===== config.mk =====
export PLATFORM = sky130hd
export DESIGN_NAME = aligner_apb_regs
export DESIGN_NICKNAME = d
export VERILOG_FILES = /design/src/rtl/aligner_apb_regs_pkg.sv /design/src/rtl/aligner_apb_regs_fsm.sv /design/src/rtl/aligner_apb_regs.sv
export SDC_FILE = /design/constraint.sdc
export NUM_CORES = 1
export LEC_CHECK = 0
export CORE_ASPECT_RATIO = 1.2
export CORE_UTILIZATION = 42
export CTS_BUF_LIST = sky130_fd_sc_hd__clkbuf_4
export CTS_CLUSTER_SIZE = 12
export DETAILED_ROUTE_END_ITERATION = 7
export HOLD_SLACK_MARGIN = 0.06
export PLACE_DENSITY = 0.9
export SLEW_MARGIN = 40
export SYNTH_ARGS = -nofsm -noshare
export SYNTH_HDL_FRONTEND = slang
export SYNTH_SLANG_ARGS = --single-unit

===== constraint.sdc =====
create_clock -name pclk -period 6.2 [get_ports pclk]
set_input_delay 1.55 -clock pclk [delete_from_list [all_inputs] [get_ports pclk]]
set_output_delay 1.55 -clock pclk [all_outputs]
set_load 0.05 [all_outputs]

===== src/rtl/aligner_apb_regs_pkg.sv =====
// Shared definitions for the aligner APB register block: address map,
// register field layouts, IRQ bit positions and the bus FSM states.
package aligner_apb_regs_pkg;

  localparam logic [7:0] CTRL_ADDR   = 8'h00;
  localparam logic [7:0] STATUS_ADDR = 8'h04;
  localparam logic [7:0] IRQEN_ADDR  = 8'hF0;
  localparam logic [7:0] IRQ_ADDR    = 8'hF4;

  localparam int IRQ_W        = 5;
  localparam int IRQ_RX_EMPTY = 0;
  localparam int IRQ_RX_FULL  = 1;
  localparam int IRQ_TX_EMPTY = 2;
  localparam int IRQ_TX_FULL  = 3;
  localparam int IRQ_CNT_MAX  = 4;

  localparam int CTRL_CLR_BIT = 16;

  localparam logic [7:0] CNT_DROP_MAX = 8'hFF;

  typedef enum logic [1:0] {
    ST_IDLE   = 2'd0,
    ST_SETUP  = 2'd1,
    ST_ACCESS = 2'd2
  } apb_state_e;

  // Full 32-bit image of CTRL as seen on the bus
  typedef struct packed {
    logic [14:0] rsvd_hi;
    logic        clr;
    logic [4:0]  rsvd_mid;
    logic [2:0]  size;
    logic [5:0]  rsvd_lo;
    logic [1:0]  offset;
  } ctrl_t;

  typedef struct packed {
    logic [11:0] rsvd_hi;
    logic [3:0]  tx_lvl;
    logic [3:0]  rsvd_mid;
    logic [3:0]  rx_lvl;
    logic [7:0]  cnt_drop;
  } status_t;

  typedef struct packed {
    logic cnt_drop_max;
    logic tx_full;
    logic tx_empty;
    logic rx_full;
    logic rx_empty;
  } irq_t;

  // The aligner can only move naturally aligned 1, 2 or 4 byte lanes
  function automatic logic ctrl_legal(input logic [2:0] size, input logic [1:0] offset);
    logic ok;
    case (size)
      3'd1:    ok = 1'b1;
      3'd2:    ok = (offset[0] == 1'b0);
      3'd4:    ok = (offset == 2'd0);
      default: ok = 1'b0;
    endcase
    return ok;
  endfunction

endpackage


===== src/rtl/aligner_apb_regs_fsm.sv =====
// APB slave protocol tracker: follows SETUP/ACCESS phases, inserts the
// configured wait states and flags the single completing cycle.
module apb_slave_fsm
  import aligner_apb_regs_pkg::*;
#(
  parameter int WAIT_STATES = 0
) (
  input  logic pclk,
  input  logic preset,
  input  logic psel,
  input  logic penable,
  input  logic pwrite,
  output logic pready,
  output logic wr_en,
  output logic rd_en
);

  apb_state_e state_q;
  apb_state_e state_d;
  apb_state_e phase;
  logic [2:0] wait_q;
  logic [2:0] wait_d;
  logic       done;

  // The setup cycle is recognised combinationally so that a zero-wait
  // transfer completes in the very first penable cycle.
  always_comb begin
    phase = state_q;
    if (state_q == ST_IDLE && psel && !penable) begin
      phase = ST_SETUP;
    end
  end

  assign done = (phase == ST_ACCESS) && psel && penable && (wait_q == 3'(WAIT_STATES));

  always_comb begin
    state_d = ST_IDLE;
    wait_d  = '0;
    case (phase)
      ST_SETUP: state_d = ST_ACCESS;
      ST_ACCESS: begin
        if (done || !psel) begin
          state_d = ST_IDLE;
        end else if (!penable) begin
          state_d = ST_SETUP;
        end else begin
          state_d = ST_ACCESS;
          wait_d  = wait_q + 3'd1;
        end
      end
      default: state_d = ST_IDLE;
    endcase
  end

  always_ff @(posedge pclk) begin
    if (preset) begin
      state_q <= ST_IDLE;
      wait_q  <= '0;
    end else begin
      state_q <= state_d;
      wait_q  <= wait_d;
    end
  end

  // Gating with reset keeps an interrupted transfer from completing
  assign pready = done && !preset;
  assign wr_en  = pready && pwrite;
  assign rd_en  = pready && !pwrite;

endmodule


===== src/rtl/aligner_apb_regs.sv =====
// APB register block for the aligner: CTRL configuration, STATUS readback,
// dropped-word counter and a level interrupt built from IRQ/IRQEN.
module aligner_apb_regs
  import aligner_apb_regs_pkg::*;
#(
  parameter int ADDR_WIDTH  = 16,
  parameter int DATA_WIDTH  = 32,
  parameter int WAIT_STATES = 0
) (
  input  logic                  pclk,
  input  logic                  preset,
  input  logic                  psel,
  input  logic                  penable,
  input  logic                  pwrite,
  input  logic [ADDR_WIDTH-1:0] paddr,
  input  logic [DATA_WIDTH-1:0] pwdata,
  output logic                  pready,
  output logic [DATA_WIDTH-1:0] prdata,
  output logic                  pslverr,
  output logic [1:0]            ctrl_offset,
  output logic [2:0]            ctrl_size,
  input  logic                  drop_pulse,
  input  logic [3:0]            rx_lvl,
  input  logic [3:0]            tx_lvl,
  input  logic [3:0]            ev_in,
  output logic                  irq
);

  logic wr_en;
  logic rd_en;

  apb_slave_fsm #(
    .WAIT_STATES(WAIT_STATES)
  ) u_fsm (
    .pclk   (pclk),
    .preset (preset),
    .psel   (psel),
    .penable(penable),
    .pwrite (pwrite),
    .pready (pready),
    .wr_en  (wr_en),
    .rd_en  (rd_en)
  );

  logic [1:0]       offset_q;
  logic [2:0]       size_q;
  logic [7:0]       cnt_drop_q;
  logic [IRQ_W-1:0] irqen_q;
  irq_t             irq_q;
  logic             irq_q_out;

  logic             high_zero;
  logic             is_ctrl;
  logic             is_status;
  logic             is_irqen;
  logic             is_irq;
  logic             mapped;
  logic             wr_legal;
  logic             access_err;
  logic             ctrl_we;
  logic             clr;
  logic [IRQ_W-1:0] irq_w1c;
  logic [IRQ_W-1:0] irq_set;
  logic [IRQ_W-1:0] irq_nxt;
  logic [IRQ_W-1:0] irqen_nxt;
  logic             cnt_hits_max;
  logic [31:0]      rd_data;
  ctrl_t            ctrl_img;
  status_t          status_img;
  logic             unused_wdata;

  assign unused_wdata = ^pwdata;

  // Any set bit above the 8-bit register window makes the address unmapped;
  // the map only holds word-aligned entries, so misalignment is also unmapped.
  assign high_zero = ((paddr >> 8) == '0);
  assign is_ctrl   = high_zero && (paddr[7:0] == CTRL_ADDR);
  assign is_status = high_zero && (paddr[7:0] == STATUS_ADDR);
  assign is_irqen  = high_zero && (paddr[7:0] == IRQEN_ADDR);
  assign is_irq    = high_zero && (paddr[7:0] == IRQ_ADDR);
  assign mapped    = is_ctrl || is_status || is_irqen || is_irq;

  assign wr_legal   = ctrl_legal(pwdata[10:8], pwdata[1:0]);
  assign access_err = !mapped
                   || (pwrite && is_status)
                   || (pwrite && is_ctrl && !wr_legal);

  assign ctrl_we = wr_en && is_ctrl && wr_legal;
  assign clr     = ctrl_we && pwdata[CTRL_CLR_BIT];
  assign irq_w1c = (wr_en && is_irq) ? pwdata[IRQ_W-1:0] : '0;

  // Clearing wins over a coincident drop, so no max event can fire then
  assign cnt_hits_max = drop_pulse && !clr && (cnt_drop_q == CNT_DROP_MAX - 8'd1);

  assign irq_set   = {cnt_hits_max, ev_in};
  assign irq_nxt   = (irq_q & ~irq_w1c) | irq_set;
  assign irqen_nxt = (wr_en && is_irqen) ? pwdata[IRQ_W-1:0] : irqen_q;

  always_ff @(posedge pclk) begin
    if (preset) begin
      offset_q <= 2'd0;
      size_q   <= 3'd1;
    end else if (ctrl_we) begin
      offset_q <= pwdata[1:0];
      size_q   <= pwdata[10:8];
    end
  end

  always_ff @(posedge pclk) begin
    if (preset || clr) begin
      cnt_drop_q <= '0;
    end else if (drop_pulse && cnt_drop_q != CNT_DROP_MAX) begin
      cnt_drop_q <= cnt_drop_q + 8'd1;
    end
  end

  // irq is computed from next-state values so it trails its cause by one cycle
  always_ff @(posedge pclk) begin
    if (preset) begin
      irq_q     <= '0;
      irqen_q   <= '0;
      irq_q_out <= 1'b0;
    end else begin
      irq_q     <= irq_t'(irq_nxt);
      irqen_q   <= irqen_nxt;
      irq_q_out <= |(irq_nxt & irqen_nxt);
    end
  end

  always_comb begin
    ctrl_img        = '0;
    ctrl_img.size   = size_q;
    ctrl_img.offset = offset_q;

    status_img          = '0;
    status_img.cnt_drop = cnt_drop_q;
    status_img.rx_lvl   = rx_lvl;
    status_img.tx_lvl   = tx_lvl;

    rd_data = '0;
    if (is_ctrl) begin
      rd_data = ctrl_img;
    end else if (is_status) begin
      rd_data = status_img;
    end else if (is_irqen) begin
      rd_data = 32'(irqen_q);
    end else if (is_irq) begin
      rd_data = 32'(irq_q);
    end
  end

  assign prdata      = (rd_en && !access_err) ? DATA_WIDTH'(rd_data) : '0;
  assign pslverr     = pready && access_err;
  assign ctrl_offset = offset_q;
  assign ctrl_size   = size_q;
  assign irq         = irq_q_out;

endmodule


==> results.md <==
* Status: finished clean
* First-pass GRT wire length at around 7.4 mm
* Startpoint types: input pin
* Worst setup margin at roughly 0.56 ns
* CTS tree: built
* Worst path arrival time at 4.09 ns
* Leakage at between 0.9 and 1 nW
* Peak supply drop at between 90 and 100 uV
* Final instance area at 0.00256 mm^2
* Netlist Area Pre-Place at around 0.0018 mm^2
* Slowest stage delay, CP at 0.59 ns
* CTS buffer count at 5
* Vias in the first global route at 1681
* Gr busiest metal: met2
* Antenna viol nets, final at 0
* Commonest non-fill, non-tap cell in the layout: clkdlybuf4s50_1
* Sequential share of the synthesized area at 32.4%
* Max Fclk at approximately 180 MHz
* Layout fillers at 350
* Initial DRT Pass Iterations at 6
* Largest net degree at the start of global routing at 19
* Hold Vio Cnt, Final at 0
* Post-synth ARST share at 0%
* Register area at 581 um^2
* Measured slew at the worst slew-check pin at 0.639 ns
* Die area at approximately 0.0045 mm^2
* Clock Pin Slew Worst Setup and Hold Paths at 0.09 ns
* Final setup violation count at 0
* CTS root buf: clkbuf_4
* Drt total wl at 4.58 mm
* Clock Path Buffers at 2
* Ys flop type: dfxtp_1
* CP Capture Type: output pin
* Initial antenna violation count at 0
* Iter 0 DRT Violations at between 70 and 80
* Psw at between 0.0001 and 0.00015 W
* Core area at 0.00400 mm^2
* Multi-input logic area at between 0.001 and 0.0015 mm^2
* EDFF count, synth at 0
* Slew Limit Headroom at about 57%
* Synth area leaders: dfxtp_1 32%, buf_4 6.7%, nor2_1 6.5%, and3_1 4.2%, a21oi_1 3.1%
* RSZ-0062 raised after global routing: no
* Hold_buf cts at 0
* Max-Cap Viols at 0
* Fraction of power consumed by the clock network at 30.5%
* I/O Buffers at 66
* Synth unique cells at between 40 and 50
* Total track usage at 22.4%
* Most frequent cells in the layout: 49 x clkdlybuf4s50_1, 31 x nor2_1, 29 x dfxtp_1
* H-tree depth at 2
* Crit path max-delay family: simple AND/OR/NAND/NOR gates
* Antenna fix cells at 0
* Cell Int Power at 0.000263 W
* Critical path type: in -> out
* Drt via density at ~5.4
* # rows at 25
* Die H at about 74 um
* Chip width at roughly 60 um
* GPL Wtd Cong at slightly above 0.8
* Synth Instances at 218
* Met3 usage at 6.34%
* Period utilization at approximately nine tenths
* Instance area at placement at 0.00251 mm^2
* Switching Fraction at slightly above 30%
* Top cell type's share of synthesized area at 32.4%
* Logic pwr share at 18.7%
* Total negative setup slack at 0 ns
* Dpl ws at approximately 0.6 ns
* Pwr/cell area at 148 mW/mm^2
* Post-DP HPWL at 3.64 mm
* Post-synth top area cell: dfxtp_1
* Io pins at roughly 110
* Avg Inst Size Synth at 8.21 um^2
* Crit path cell chain: clkdlybuf4s50_1, nor4_1, nand3_1, a21oi_1, nand2_1, a211oi_1, buf_12
* Final nets at approximately 360
* DRC at 0
* FF+latch count, synth at 29
* DR WL/cell at approximately 13 um
* Reg2reg setup slack at between 3 and 4 ns
* Overflow left after global routing at 0
* Area growth, synth to finish at 43.3%
* Sink Count at 29
* Hold crit path type: reg -> reg
* Crit path max fanout at 8
* Initial Utilization at ~45%
* Buf/Inv on CP at 2
* Met1 usage at between 20% and 30%
* YS warnings at 0
* Critical-path top delay cell: nor4_1
* Via count at about 1900
* CTS resizes at 0
* Post-route minimum period at approximately 5.6 ns
* Met2 Use GR at about two fifths
* Layout cell share with drive strength beyond 1 at between 10% and 20%
* Flop pwr share at 50.9%
* Slew Viols, Final at 0
* Clk_lat worst skew at about 0.35 ns
* Worst Skew at 0.0102 ns
* Setup Fix Bufs, Post-CTS at 0
* Worst Path Required at approximately 4.7 ns
[worst reg2reg max path, cell delays in order, from the launching register on]
cell and delay [ns]:
dfxtp_1 0.34, inv_1 0.06, ha_1 0.16, nand4b_1 0.13, or2_1 0.31, a2111oi_4 0.62
a21o_1 0.38, o21a_1 0.20, o22ai_1 0.07
[flip-flops by register name (all words and copies together) (netlist names)]
signal         flops
cnt_drop_q         8
ctrl_size          3
u_fsm.wait_q       3
u_fsm.state_q      2
irqen_q            5
irq_q              5
irq                1
ctrl_offset        2
[Yosys cell counts, drive strengths merged, types with 3 or more instances]
cell type and n:
nor3 3, xor2 4, nand2 11, a22oi 6, a21oi 11, o32ai 3, buf 18, ha 4
mux2i 5, a211oi 4, and3 12, o22ai 3, or3 3, nor2 31, nand4 8, nand3 4
o21ai 5, nor2b 5, nand2b 4, inv 9, nor4 7, clkbuf 4, dfxtp 29
[power by group through the flow]
stage          Clock [W]  Combinational (W)  Sequential, W
2_1_floorplan          0          0.0000450       0.000197
3_3_place_gp           0          0.0000694       0.000198
3_5_place_dp           0          0.0000706       0.000198
4_1_cts         0.000117          0.0000708       0.000193
5_1_grt         0.000126          0.0000768       0.000194
6_report        0.000116          0.0000710       0.000193
[worst paths after layout]
check / from / endpoint / cells past startpoint
max: paddr[14] / prdata[1] / 7
min: u_fsm.wait_q[0]$_SDFF_PP0_ / u_fsm.wait_q[0]$_SDFF_PP0_ / 1
max reg2reg: u_fsm.wait_q[0]$_SDFF_PP0_ / irq$_SDFF_PP0_ / 8
min reg2reg: u_fsm.wait_q[0]$_SDFF_PP0_ / u_fsm.wait_q[0]$_SDFF_PP0_ / 1
[logic make-up (layout without fill, tap and decap cells)]
| logic type | Yosys count | after routing | synth area share (%) |
|---|---|---|---|
| AOI/OAI and AO/OA | 43 | 43 | 19.0 |
| xor gates and xnor gates | 6 | 6 | 2.94 |
| adders and majority gates | 4 | 4 | 2.80 |
| buffers and inverters | 31 | 86 | 10.0 |
| DFF | 29 | 29 | 32.4 |
| muxes | 6 | 6 | 3.43 |
| other | 1 | 16 | 0.210 |
| and+or+nand+nor | 98 | 98 | 29.2 |
[routing by layer]
metal	wire length, um	part of all wire [%]
met1	1800	39
met2	2340	51
met3	344	7.5
met4	85	1.9
met5	0	0
[stage by stage]
step / std cells / total power (W) / utilization [%] / hold WS [ns]
CTS: 342 / 0.000381 / 64.0 / 0.464
detailed placement: 334 / 0.000268 / 62.7 / 0.451
floorplan: 233 / 0.000242 / - / 0.417
global route: 342 / 0.000397 / 64.0 / 0.498
global placement: 334 / 0.000267 / 62.7 / 0.429
finish: 342 / 0.000380 / 64.0 / 0.461
[final cells by class]
class,instances,share of cell area [%]
clock buffer,5,1.46
clock inverter,3,0.683
inverter,9,1.32
multi-input combinational,173,42.4
sequential,29,22.6
tap,54,2.64
timing repair buffer,69,28.9
(Power assumes the default switching activity.)
